===== config.mk =====
export PLATFORM = sky130hd
export DESIGN_NAME = calc_sequencer
export DESIGN_NICKNAME = d
export VERILOG_FILES = /design/src/rtl/calc_sequencer_pkg.sv /design/src/rtl/calc_sequencer_cmd_fifo.sv /design/src/rtl/calc_sequencer.sv
export SDC_FILE = /design/constraint.sdc
export NUM_CORES = 1
export LEC_CHECK = 0
export ABC_AREA = 1
export CAP_MARGIN = 20
export CORE_MARGIN = 2
export CORE_UTILIZATION = 53
export DETAILED_ROUTE_END_ITERATION = 6
export PLACE_DENSITY = 0.81
export SYNTH_ARGS = -nofsm -noshare
export SYNTH_HDL_FRONTEND = slang
export SYNTH_SLANG_ARGS = --single-unit

===== constraint.sdc =====
create_clock -name clk -period 3.15 [get_ports clk]
set_input_delay 0.7875 -clock clk [delete_from_list [all_inputs] [get_ports clk]]
set_output_delay 0.7875 -clock clk [all_outputs]
set_load 0.1 [all_outputs]

===== src/rtl/calc_sequencer_pkg.sv =====
// Shared definitions for the calculator command sequencer: opcodes, RegC control codes,
// FSM states and the command word layout.
package calc_sequencer_pkg;

  localparam int DEPTH = 4;
  localparam int AW    = 2;
  localparam int CMD_W = 7;

  localparam logic [2:0] OP_NOP     = 3'b000;
  localparam logic [2:0] OP_LDA     = 3'b001;
  localparam logic [2:0] OP_LDB     = 3'b010;
  localparam logic [2:0] OP_EXEC_AB = 3'b011;
  localparam logic [2:0] OP_EXEC_AC = 3'b100;
  localparam logic [2:0] OP_CLRC    = 3'b101;
  localparam logic [2:0] OP_HALT    = 3'b110;
  localparam logic [2:0] OP_RSV     = 3'b111;

  localparam logic [1:0] RC_HOLD = 2'b00;
  localparam logic [1:0] RC_LOAD = 2'b01;
  localparam logic [1:0] RC_CLR  = 2'b10;

  typedef enum logic [2:0] {
    S_IDLE   = 3'd0,
    S_DECODE = 3'd1,
    S_DRIVE  = 3'd2,
    S_SETTLE = 3'd3,
    S_HALTED = 3'd4
  } state_e;

  typedef struct packed {
    logic [2:0] op;
    logic [3:0] data;
  } cmd_t;

  // Commands that write RegC need one quiet cycle afterwards for the write to land.
  function automatic logic needs_settle(input logic [2:0] op);
    return (op == OP_EXEC_AB) || (op == OP_EXEC_AC) || (op == OP_CLRC);
  endfunction

endpackage


===== src/rtl/calc_sequencer_cmd_fifo.sv =====
// Synchronous command FIFO; the read word is registered on pop so the consumer sees it
// one cycle after requesting it.
module cmd_fifo #(
  parameter int WIDTH = 7,
  parameter int DEPTH = 4,
  parameter int AW    = 2
) (
  input  logic             clk,
  input  logic             rst,
  input  logic             push,
  input  logic             pop,
  input  logic [WIDTH-1:0] wr_data,
  output logic [WIDTH-1:0] rd_data,
  output logic             full,
  output logic             empty
);

  logic [WIDTH-1:0] mem_q [DEPTH];
  logic [AW-1:0]    wr_ptr_q, wr_ptr_d;
  logic [AW-1:0]    rd_ptr_q, rd_ptr_d;
  logic [AW:0]      count_q, count_d;
  logic [WIDTH-1:0] rd_data_q, rd_data_d;
  logic             do_push, do_pop;

  assign full    = (count_q == (AW+1)'(DEPTH));
  assign empty   = (count_q == '0);
  assign do_push = push & ~full;
  assign do_pop  = pop & ~empty;
  assign rd_data = rd_data_q;

  always_comb begin
    wr_ptr_d  = wr_ptr_q;
    rd_ptr_d  = rd_ptr_q;
    count_d   = count_q;
    rd_data_d = rd_data_q;
    if (do_push) wr_ptr_d = wr_ptr_q + AW'(1);
    if (do_pop) begin
      rd_ptr_d  = rd_ptr_q + AW'(1);
      rd_data_d = mem_q[rd_ptr_q];
    end
    case ({do_push, do_pop})
      2'b10:   count_d = count_q + (AW+1)'(1);
      2'b01:   count_d = count_q - (AW+1)'(1);
      default: count_d = count_q;
    endcase
  end

  always_ff @(posedge clk) begin
    if (rst) begin
      wr_ptr_q  <= '0;
      rd_ptr_q  <= '0;
      count_q   <= '0;
      rd_data_q <= '0;
    end else begin
      wr_ptr_q  <= wr_ptr_d;
      rd_ptr_q  <= rd_ptr_d;
      count_q   <= count_d;
      rd_data_q <= rd_data_d;
    end
  end

  // Storage needs no reset: an entry is only read after it has been written.
  always_ff @(posedge clk) begin
    if (do_push) mem_q[wr_ptr_q] <= wr_data;
  end

endmodule


===== src/rtl/calc_sequencer.sv =====
// Command sequencer for the 4-bit calculator datapath: pops queued command words and
// replays each as a one-cycle burst of RegA/RegB/mux/ULA/RegC controls.
module calc_sequencer
  import calc_sequencer_pkg::*;
#(
  parameter int DEPTH = calc_sequencer_pkg::DEPTH,
  parameter int AW    = calc_sequencer_pkg::AW
) (
  input  logic       clk,
  input  logic       rst,
  input  logic       cmd_valid,
  output logic       cmd_ready,
  input  logic [2:0] cmd_op,
  input  logic [3:0] cmd_data,
  output logic [3:0] dados_out,
  output logic       en_a,
  output logic       en_b,
  output logic       sel,
  output logic [1:0] op,
  output logic [1:0] op_reg,
  output logic       busy,
  output logic       fim,
  output logic       err,
  output logic [2:0] state
);

  state_e           state_q, state_d;
  cmd_t             cur_cmd_q, cur_cmd_d;
  logic             err_q, err_d;
  logic [CMD_W-1:0] fifo_rd_data;
  logic             fifo_full, fifo_empty, fifo_push, fifo_pop;

  assign cmd_ready = ~fifo_full;
  assign fifo_push = cmd_valid & cmd_ready;
  assign fifo_pop  = (state_q == S_IDLE) & ~fifo_empty;

  cmd_fifo #(
    .WIDTH(CMD_W),
    .DEPTH(DEPTH),
    .AW   (AW)
  ) u_cmd_fifo (
    .clk    (clk),
    .rst    (rst),
    .push   (fifo_push),
    .pop    (fifo_pop),
    .wr_data({cmd_op, cmd_data}),
    .rd_data(fifo_rd_data),
    .full   (fifo_full),
    .empty  (fifo_empty)
  );

  always_ff @(posedge clk) begin
    if (rst) begin
      state_q   <= S_IDLE;
      cur_cmd_q <= '0;
      err_q     <= 1'b0;
    end else begin
      state_q   <= state_d;
      cur_cmd_q <= cur_cmd_d;
      err_q     <= err_d;
    end
  end

  always_comb begin
    state_d   = state_q;
    cur_cmd_d = cur_cmd_q;
    err_d     = err_q;
    case (state_q)
      S_IDLE:   if (!fifo_empty) state_d = S_DECODE;
      S_DECODE: begin
        cur_cmd_d = cmd_t'(fifo_rd_data);
        state_d   = S_DRIVE;
      end
      S_DRIVE: begin
        if (cur_cmd_q.op == OP_RSV) err_d = 1'b1;
        if (needs_settle(cur_cmd_q.op))   state_d = S_SETTLE;
        else if (cur_cmd_q.op == OP_HALT) state_d = S_HALTED;
        else                              state_d = S_IDLE;
      end
      S_SETTLE: state_d = S_IDLE;
      S_HALTED: state_d = S_HALTED;
      default:  state_d = S_IDLE;
    endcase
  end

  // Moore decode: controls depend only on registered state and the latched command.
  always_comb begin
    dados_out = 4'h0;
    en_a      = 1'b0;
    en_b      = 1'b0;
    sel       = 1'b0;
    op        = 2'b00;
    op_reg    = RC_HOLD;
    if (state_q == S_DRIVE) begin
      case (cur_cmd_q.op)
        OP_LDA: begin
          en_a      = 1'b1;
          dados_out = cur_cmd_q.data;
        end
        OP_LDB: begin
          en_b      = 1'b1;
          dados_out = cur_cmd_q.data;
        end
        OP_EXEC_AB: begin
          op     = cur_cmd_q.data[1:0];
          op_reg = RC_LOAD;
        end
        OP_EXEC_AC: begin
          sel    = 1'b1;
          op     = cur_cmd_q.data[1:0];
          op_reg = RC_LOAD;
        end
        OP_CLRC: op_reg = RC_CLR;
        default: ;
      endcase
    end
  end

  assign busy  = (state_q != S_IDLE) | ~fifo_empty;
  assign fim   = (state_q == S_HALTED);
  assign err   = err_q;
  assign state = state_q;

endmodule


Word-level counts from Yosys, hierarchy flattened

Memory sizes are Yosys's and may differ from the RTL's. A register that Yosys moved wholly into a read port is not among the register bits.
Index checks and enable logic that the tools add are counted.

Bits in registers: 18
Bits in latches: 0
Bits in writable memories: 28
ROM bits: 0
Output and inout port bits: 18
Memories kept: 1

Memories:

| memory           | depth | bits a word | rd ports | clocked after memory_dff | write ports | line                          | RTL |
|---|---|---|---|---|---|---|---|
| u_cmd_fifo.mem_q | 4     | 7           | 1        | 1                        | 1           | calc_sequencer_cmd_fifo.sv:18 | `logic [WIDTH-1:0] mem_q [DEPTH];` |

Add/sub/neg operators: 4
$mul: 0
Div/mod/pow operators: 0
Order comparisons: 0
Equality and inequality tests: 14
Shifts and indexed selects: 0
Multiplexer cells: 19
Bitwise logic cells: 7
Reductions and logical operators: 9

Operator list:

| operator                                                            | number |
|---|---|
| 3-bit == test (second input constant)                               | 6 |
| 3-bit case mux with 4 select lines                                  | 1 |
| 3-bit by 2-bit == test with 1-bit output (second input constant)    | 3 |
| 3-bit 2-to-1 mux                                                    | 3 |
| 1-bit 2-to-1 mux                                                    | 8 |
| 4-bit 2-to-1 mux                                                    | 2 |
| 3-bit by 1-bit == test with 1-bit output (second input constant)    | 2 |
| 3-bit zero test                                                     | 2 |
| 2-bit 2-to-1 mux                                                    | 3 |
| 3-bit case mux with 2 select lines                                  | 1 |
| 2-bit by 1-bit adder with 2-bit output (second input constant)      | 2 |
| 1-bit AND                                                           | 4 |
| 2-bit case mux with 2 select lines                                  | 1 |
| 2-bit OR reduction                                                  | 2 |
| 3-bit by 1-bit adder with 3-bit output (second input constant)      | 1 |
| 3-bit nonzero test                                                  | 1 |
| 3-bit by 1-bit subtractor with 3-bit output (second input constant) | 1 |
| 2-bit by 1-bit == test with 1-bit output (second input constant)    | 1 |
| 2-bit == test (second input constant)                               | 1 |
| 1-bit logical OR                                                    | 2 |
| 2-bit inequality test (second input constant)                       | 1 |
| 1-bit inverter                                                      | 2 |
| 2-bit AND reduction                                                 | 1 |
| 2-bit nonzero test                                                  | 1 |
| 1-bit OR                                                            | 1 |

Longest topological paths before layout

Gate-level depths: netlist (run 1).

Depth in word-level cells: 6
Gate-level depth with buffers: 14

By module

Synthesis (run 1) repeated with hierarchy kept, for this count alone.

Cells, all modules: 307
Area, all modules: 2,582.5 um2

By module, submodules not included:

| module         | times used | cells each | area each (um2) | sequential area each (um2) |
|---|---|---|---|---|
| cmd_fifo       | 1          | 219        | 1,973.1         | 1,121.1 |
| calc_sequencer | 1          | 88         | 609.3           | 220.2 |

Least setup slack after synthesis (run 1)

Ideal clock, no wire load.

Path kind: register to output
Start point: register state_q[1] (netlist: state[1])
End point: output op_reg[1]
Arrival time: 3.379 ns
Path slack: -1.017 ns
Cell stages (with the launch flop): 3
Cells stage by stage: dfxtp_1 -> nand3_1 -> nor3_1

Cells in the longest elaborated chain, start to end: 2

RTL lines:

| what                                     | line                 | RTL |
|---|---|---|
| start, declared                          | calc_sequencer.sv:27 | `state_e state_q, state_d;` |
| start signal, assigned                   | calc_sequencer.sv:58 | `state_q <= state_d;` |
| 3-bit by 2-bit == test with 1-bit output | calc_sequencer.sv:94 | `if (state_q == S_DRIVE) begin` |
| 2-bit 2-to-1 mux                         | calc_sequencer.sv:94 |  |
| end, declared                            | calc_sequencer.sv:20 | `output logic [1:0] op_reg,` |

Every way passes these cells.

Worst setup path in the final report (run 1)

Start point: register state_q[2] (netlist: state[2])
End point: output op[1]

Cells in the longest elaborated chain, start to end: 2

RTL lines:

| what                                     | line                 | RTL |
|---|---|---|
| 3-bit by 2-bit == test with 1-bit output | calc_sequencer.sv:94 |  |
| 2-bit 2-to-1 mux                         | calc_sequencer.sv:94 |  |
| end, declared                            | calc_sequencer.sv:19 | `output logic [1:0] op,` |

Every way passes these cells.

==> metrics.yaml, run 1 <==
worst_setup_path:
  critPathMaxStageDelay_ps: 350
  cp_max_fo: 9
  end_kind: "output port"
  start_kind: "flip-flop"
  cp.required_ps: 2360
  critPathKind: "reg -> out"
  cpMaxStageDelayCell: "dfxtp_1"
  path_delay_family: "buffers and inverters"
  crit_path_cell_trace: "inv_1 > nand3_1 > inv_2 > nand2_1 > nor2_4 > buf_4"
  worstPathArrival_ps: 1740
  critPathBufInv: 3
sta:
  finalCriticalPeriod_ps: 2530
  finClkSkew_ps: 9.956
  min_period_over_period: 0.8030
  tightest_slew_ps: 687.3
  fin_setup_tns_ps: 0
  slew_headroom: 0.5401
  hold_violations: 0
  setup_viol: 0
  maxSlewViolCount: 0
  fmax_mhz: 395.3
  rsz0062_at_grt: "false"
  setup_slack_ps: 620.5
yosys:
  syn_inst: 301
  ys_ff_latch: 53
  synth.distinct_cells: 20
  syn-num-nets: 317
  synth_area_um2: 2465
  synth.avg_cell_area_um2: 8.189
  synth-seq-area-share: 0.5442
  synth_warnings: 0
clocking:
  clk_pin_slew_ps: 90
  insertion_delay_ps: 300
  cts-buffers-inserted: 5
  ctsHoldBuffers: 0
  cts-root-buf: "clkbuf_8"
  tritoncts: "yes"
  h-tree-depth: 2
  cts_setup_buffers: 0
  cts_buffer_depth: 2
  cts_resized: 0
  cts.sinks: 53
global_route:
  overflow: 0
  grt.total_usage: 0.1670
  antenna_found_initial: 0
  grt_pass1_vias: 1580
  grt_max_degree: 20
  grt_pass1_wl_um: 6782
place:
  dp_slack_ps: 677.1
  dp_cells: 373
  dp.final_hpwl_um: 2795
  gp_congestion: 0.8310
  port_buffers: 27
  placed_area_um2: 2715
run_status:
  run_status: "finished, final reports clean"
power_and_ir_drop:
  leakagePower_uw: 0.001347
  ir_drop_mv: 0.4193
  p_per_area_nw_per_um2: 834.5
final_layout:
  utilization: 0.6383
  syn_to_final_growth_pct: 14.31
  final_cell_mix: "70 x nand2_1, 63 x inv_1, 35 x nor2_1, 32 x nand3_1, 28 x edfxtp_1"
  layout-drive-gt1-share: 0.1094
  final_common_cell: "nand2_1"
  antennaDiodeCount: 0
  design_area_um2: 2818
  stdcell_count: 381
  final_nets: 344
die:
  dieArea_um2: 5212
  core_um2: 4414
  die_h_um: 72.20
  io-pin-count: 28
  fp.dieW_um: 72.20
  initial_core_util: 0.5584
  rows: 24
detailed_routing:
  routed_wl_um: 3980
  drt_first_iter_violations: 88
  vias: 1785
  drc: 0
  viasPerCell: 4.685
  dr.pass1.iters: 4
  antenna_left: 0
  routedWlPerCell_um: 10.45
run:
  max_cap_viol_count: 0
min_path:
  worstHoldPathType: "reg -> reg"
-- flip-flops by register name, indices dropped and copies added, names as in the netlist --
name                 cells
u_cmd_fifo.rd_ptr_q      2
u_cmd_fifo.count_q       3
err                      1
u_cmd_fifo.wr_ptr_q      2
u_cmd_fifo.rd_data       7
cur_cmd_q                7
u_cmd_fifo.mem_q        28
state                    3
-- power breakdown --
| group | switching (uW) | total [uW] | internal, uW |
|---|---|---|---|
| sequential | 105 | 969 | 863 |
| clock | 208 | 412 | 204 |
| combinational | 689 | 970 | 281 |
-- cell type report --
type,count,area [um^2]
Clock buffer,7,97.59
Multi-Input combinational cell,175,835.8
Sequential cell,53,1341
Fill cell,378,1597
Clock inverter,1,5.005
Tap cell,52,65.06
Timing Repair Buffer,27,225.2
Inverter,66,247.7
-- synthesized netlist by cell type --
cell	number	share of area
inv_2	2	0.0030
ha_1	5	0.025
nor2_1	38	0.058
nand2_4	1	0.0046
edfxtp_1	28	0.34
nand2_2	2	0.0051
buf_4	1	0.0030
buf_6	4	0.018
nand3_1	32	0.065
dfxtp_1	25	0.20
nand2_1	70	0.11
nor3_1	1	0.0020
nand3_2	1	0.0041
a21oi_1	14	0.028
inv_1	63	0.096
clkinv_1	1	0.0015
fa_1	1	0.0081
nor2_4	1	0.0046
buf_2	2	0.0041
o21ai_0	9	0.018
-- stage by stage --
step	hold WS (ps)	total power (uW)
6_report	487.0	2351
5_1_grt	514.1	2546
4_1_cts	480.4	2369
3_5_place_dp	466.1	1958
3_3_place_gp	447.2	1939
2_1_floorplan	423.5	1822
-- routing by layer --
layer / vias to the layer above / wire length [um] / GRT usage
met3: 6 / 192 / 0.04583
met4: 0 / 48 / 0.05870
met2: 42 / 1879 / 0.2732
li1: 977 / - / -
met1: 760 / 1859 / 0.2140
met5: - / 0 / 0
-- logic make-up after synthesis --
| logic type | share of synthesized area |
|---|---|
| and+or+nand+nor | 0.2497 |
| DFF | 0.5442 |
| buffers and inverters | 0.1259 |
| adders and majority gates | 0.03350 |
| AOI/OAI and AO/OA | 0.04670 |
-- path summary, 6_finish.rpt --
path                                 startpoint                            endpoint  slack (ps)  cells after the start
max                       state[2]$_SDFFE_PP0P_                               op[1]         620                      6
min          u_cmd_fifo.count_q[0]$_SDFFE_PP0P_  u_cmd_fifo.count_q[0]$_SDFFE_PP0P_         490                      1
max reg2reg               state[1]$_SDFFE_PP0P_  u_cmd_fifo.count_q[2]$_SDFFE_PP0P_        1160                     14
min reg2reg  u_cmd_fifo.count_q[0]$_SDFFE_PP0P_  u_cmd_fifo.count_q[0]$_SDFFE_PP0P_         490                      1
(Power assumes the default switching activity.)
==> run 2: changes to the inputs <==
- clock period: 3.15 -> 2.7 ns (I/O delays scaled with it)
==> metrics.yaml, run 2 (synthesized netlist as in run 1, its figures left out) <==
worst_setup_path:
  worstPathArrival_ps: 1750  # was 1740 ps
  r2r_cells: 14  # unchanged
  rrSetupSlack_ps: 740  # was 1160 ps
  crit_path_cell_trace: "inv_1 > nand3_1 > inv_2 > nand2_1 > nor2_4 > buf_12"  # was inv_1 > nand3_1 > inv_2 > nand2_1 > nor2_4 > buf_4
  rr_startpoint: "state[0]$_SDFFE_PP0P_"  # was state[1]$_SDFFE_PP0P_
  crit_start: "state[2]$_SDFFE_PP0P_"  # unchanged
  cp_max_fo: 9  # unchanged
  start_kind: "flip-flop"  # unchanged
  cp-endpoint: "op[0]"  # was op[1]
  r2r-end: "u_cmd_fifo.count_q[2]$_SDFFE_PP0P_"  # unchanged
  critPathKind: "reg -> out"  # unchanged
  critPathMaxStageDelay_ps: 350  # about the same
  cpMaxStageDelayCell: "dfxtp_2"  # was dfxtp_1
  cp.required_ps: 2030  # was 2360 ps
  end_kind: "output port"  # unchanged
power_and_ir_drop:
  leakagePower_uw: 0.001399  # was 0.001347 uW
  ir_drop_mv: 0.4998  # was 0.4193 mV
  p_per_area_nw_per_um2: 915.0  # was 834.5 nW/um^2
sta:
  maxSlewViolCount: 0  # unchanged
  finalCriticalPeriod_ps: 2420
  finClkSkew_ps: 5.900  # was 9.956 ps
  fin_setup_tns_ps: 0  # unchanged
  hold_violations: 0  # unchanged
  fmax_mhz: 413.2
  rsz0062_at_grt: "false"  # unchanged
  min_period_over_period: 0.8964
  slew_headroom: 0.5998  # was 0.5401
  tightest_slew_ps: 599.4  # was 687.3 ps
  setup_viol: 0  # unchanged
die:
  fp.dieW_um: 72.20  # unchanged
  initial_core_util: 0.5584  # unchanged
  io-pin-count: 28  # unchanged
  rows: 24  # unchanged
  core_um2: 4414  # unchanged
  die_h_um: 72.20  # unchanged
  dieArea_um2: 5212  # unchanged
clocking:
  cts-root-buf: "clkbuf_8"  # unchanged
  ctsHoldBuffers: 0  # unchanged
  cts-buffers-inserted: 5  # unchanged
  cts.sinks: 53  # unchanged
  clk_pin_slew_ps: 90  # about the same
  tritoncts: "yes"  # unchanged
  insertion_delay_ps: 310  # was 300 ps
  h-tree-depth: 2  # unchanged
  cts_setup_buffers: 0  # unchanged
  cts_resized: 0  # unchanged
  cts_buffer_depth: 2  # unchanged
place:
  port_buffers: 27  # unchanged
  gp_congestion: 0.7586  # was 0.8310
  dp.final_hpwl_um: 2960  # was 2795 um
detailed_routing:
  drc: 0  # unchanged
  topRoutingLayerUsed: "met4"  # unchanged
  dr.pass1.iters: 4  # unchanged
  wl_met2_um: 1961  # was 1879 um
  vias: 1832  # was 1785
  viasPerCell: 4.746  # was 4.685
  routedWlPerCell_um: 10.64  # was 10.45 um
  drt_first_iter_violations: 70  # was 88
  routed_wl_um: 4107  # was 3980 um
  antenna_left: 0  # unchanged
  wl_met3_um: 165  # was 192 um
  wl_met1_um: 1912  # was 1859 um
global_route:
  grt.total_usage: 0.1790  # was 0.1670
  antenna_found_initial: 0  # unchanged
  grt_pass1_wl_um: 7182  # was 6782 um
  grt_pass1_vias: 1637  # was 1580
  grt_max_degree: 20  # unchanged
  overflow: 0  # unchanged
final_layout:
  final_cell_mix: "70 x nand2_1, 63 x inv_1, 32 x nor2_1, 32 x nand3_1, 28 x edfxtp_1"  # was 70 x nand2_1, 63 x inv_1, 35 x nor2_1, 32 x nand3_1, 28 x edfxtp_1
  layout-drive-gt1-share: 0.1407  # was 0.1094
  syn_to_final_growth_pct: 20.46  # was 14.31%
  antennaDiodeCount: 0  # unchanged
  largest_register_ff_count: 28  # unchanged
  final_common_cell: "nand2_1"  # unchanged
  utilization: 0.6726  # was 0.6383
  top_register: "u_cmd_fifo.mem_q"  # unchanged
  final_nets: 349  # was 344
run_status:
  run_status: "finished, final reports clean"  # unchanged
run:
  max_cap_viol_count: 0  # unchanged
min_path:
  worstHoldPathType: "reg -> reg"  # unchanged
-- run 2: worst min path at each step --
| stage | from | end | slack [ps] | depth (start not counted) |
|---|---|---|---|---|
| finish | u_cmd_fifo.count_q[0]$_SDFFE_PP0P_ | u_cmd_fifo.count_q[0]$_SDFFE_PP0P_ | 460 | 1 |
| global route | u_cmd_fifo.count_q[0]$_SDFFE_PP0P_ | u_cmd_fifo.count_q[0]$_SDFFE_PP0P_ | 520 | 1 |
| CTS | u_cmd_fifo.count_q[0]$_SDFFE_PP0P_ | u_cmd_fifo.count_q[0]$_SDFFE_PP0P_ | 460 | 1 |
| detailed placement | u_cmd_fifo.count_q[0]$_SDFFE_PP0P_ | u_cmd_fifo.count_q[0]$_SDFFE_PP0P_ | 450 | 1 |
| global placement | u_cmd_fifo.count_q[0]$_SDFFE_PP0P_ | u_cmd_fifo.count_q[0]$_SDFFE_PP0P_ | 450 | 1 |
| floorplan | u_cmd_fifo.count_q[0]$_SDFFE_PP0P_ | u_cmd_fifo.count_q[0]$_SDFFE_PP0P_ | 420 | 1 |
-- run 2: layout make-up --
type	count	area, um^2
clock inverters	3	17.52
clock buffers	5	68.82
repair buffers	32	375.4
well taps	52	65.06
fillers	355	1445
multi-input cells	175	849.6
inverters	66	247.7
flip-flops and latches	53	1345
-- run 2: stage by stage --
| stage | worst slack, ps | cells | cell area, um^2 | hold slack [ps] | power, uW |
|---|---|---|---|---|---|
| global route | 117.5 | 386 | 2969 | 516.1 | 2946 |
| floorplan | 14.69 | 301 | 2505 | 423.5 | 2138 |
| finish | 279.8 | 386 | 2969 | 463.8 | 2717 |
| global placement | 404.0 | 378 | 2883 | 445.8 | 2283 |
| detailed placement | 365.7 | 378 | 2883 | 450.9 | 2311 |
| CTS | 249.5 | 386 | 2969 | 465.0 | 2735 |
-- run 2: where the power goes --
part           switching [uW]  internal, uW  leakage [uW]
clock network             246           179     0.0000417
registers                 122          1010      0.000464
logic                     818           343      0.000893
-- run 2: worst max-delay path: cells and delay by family (launching register included) --
kind	cells	cell delay, ps
buffers and inverters	3	520
AND/OR/NAND/NOR	3	570
flip-flops	1	350
-- run 2: layer usage --
metal	track usage	up-vias
met5	0	-
met4	0.06918	0
met3	0.04583	6
met2	0.3089	36
met1	0.2143	800
li1	-	990
==> run 3: changes to the inputs <==
- CTS_CLUSTER_SIZE: not set -> 30
==> results of run 3 <==
Same layout as run 2: the final DEF is identical, and so are final timing and power.
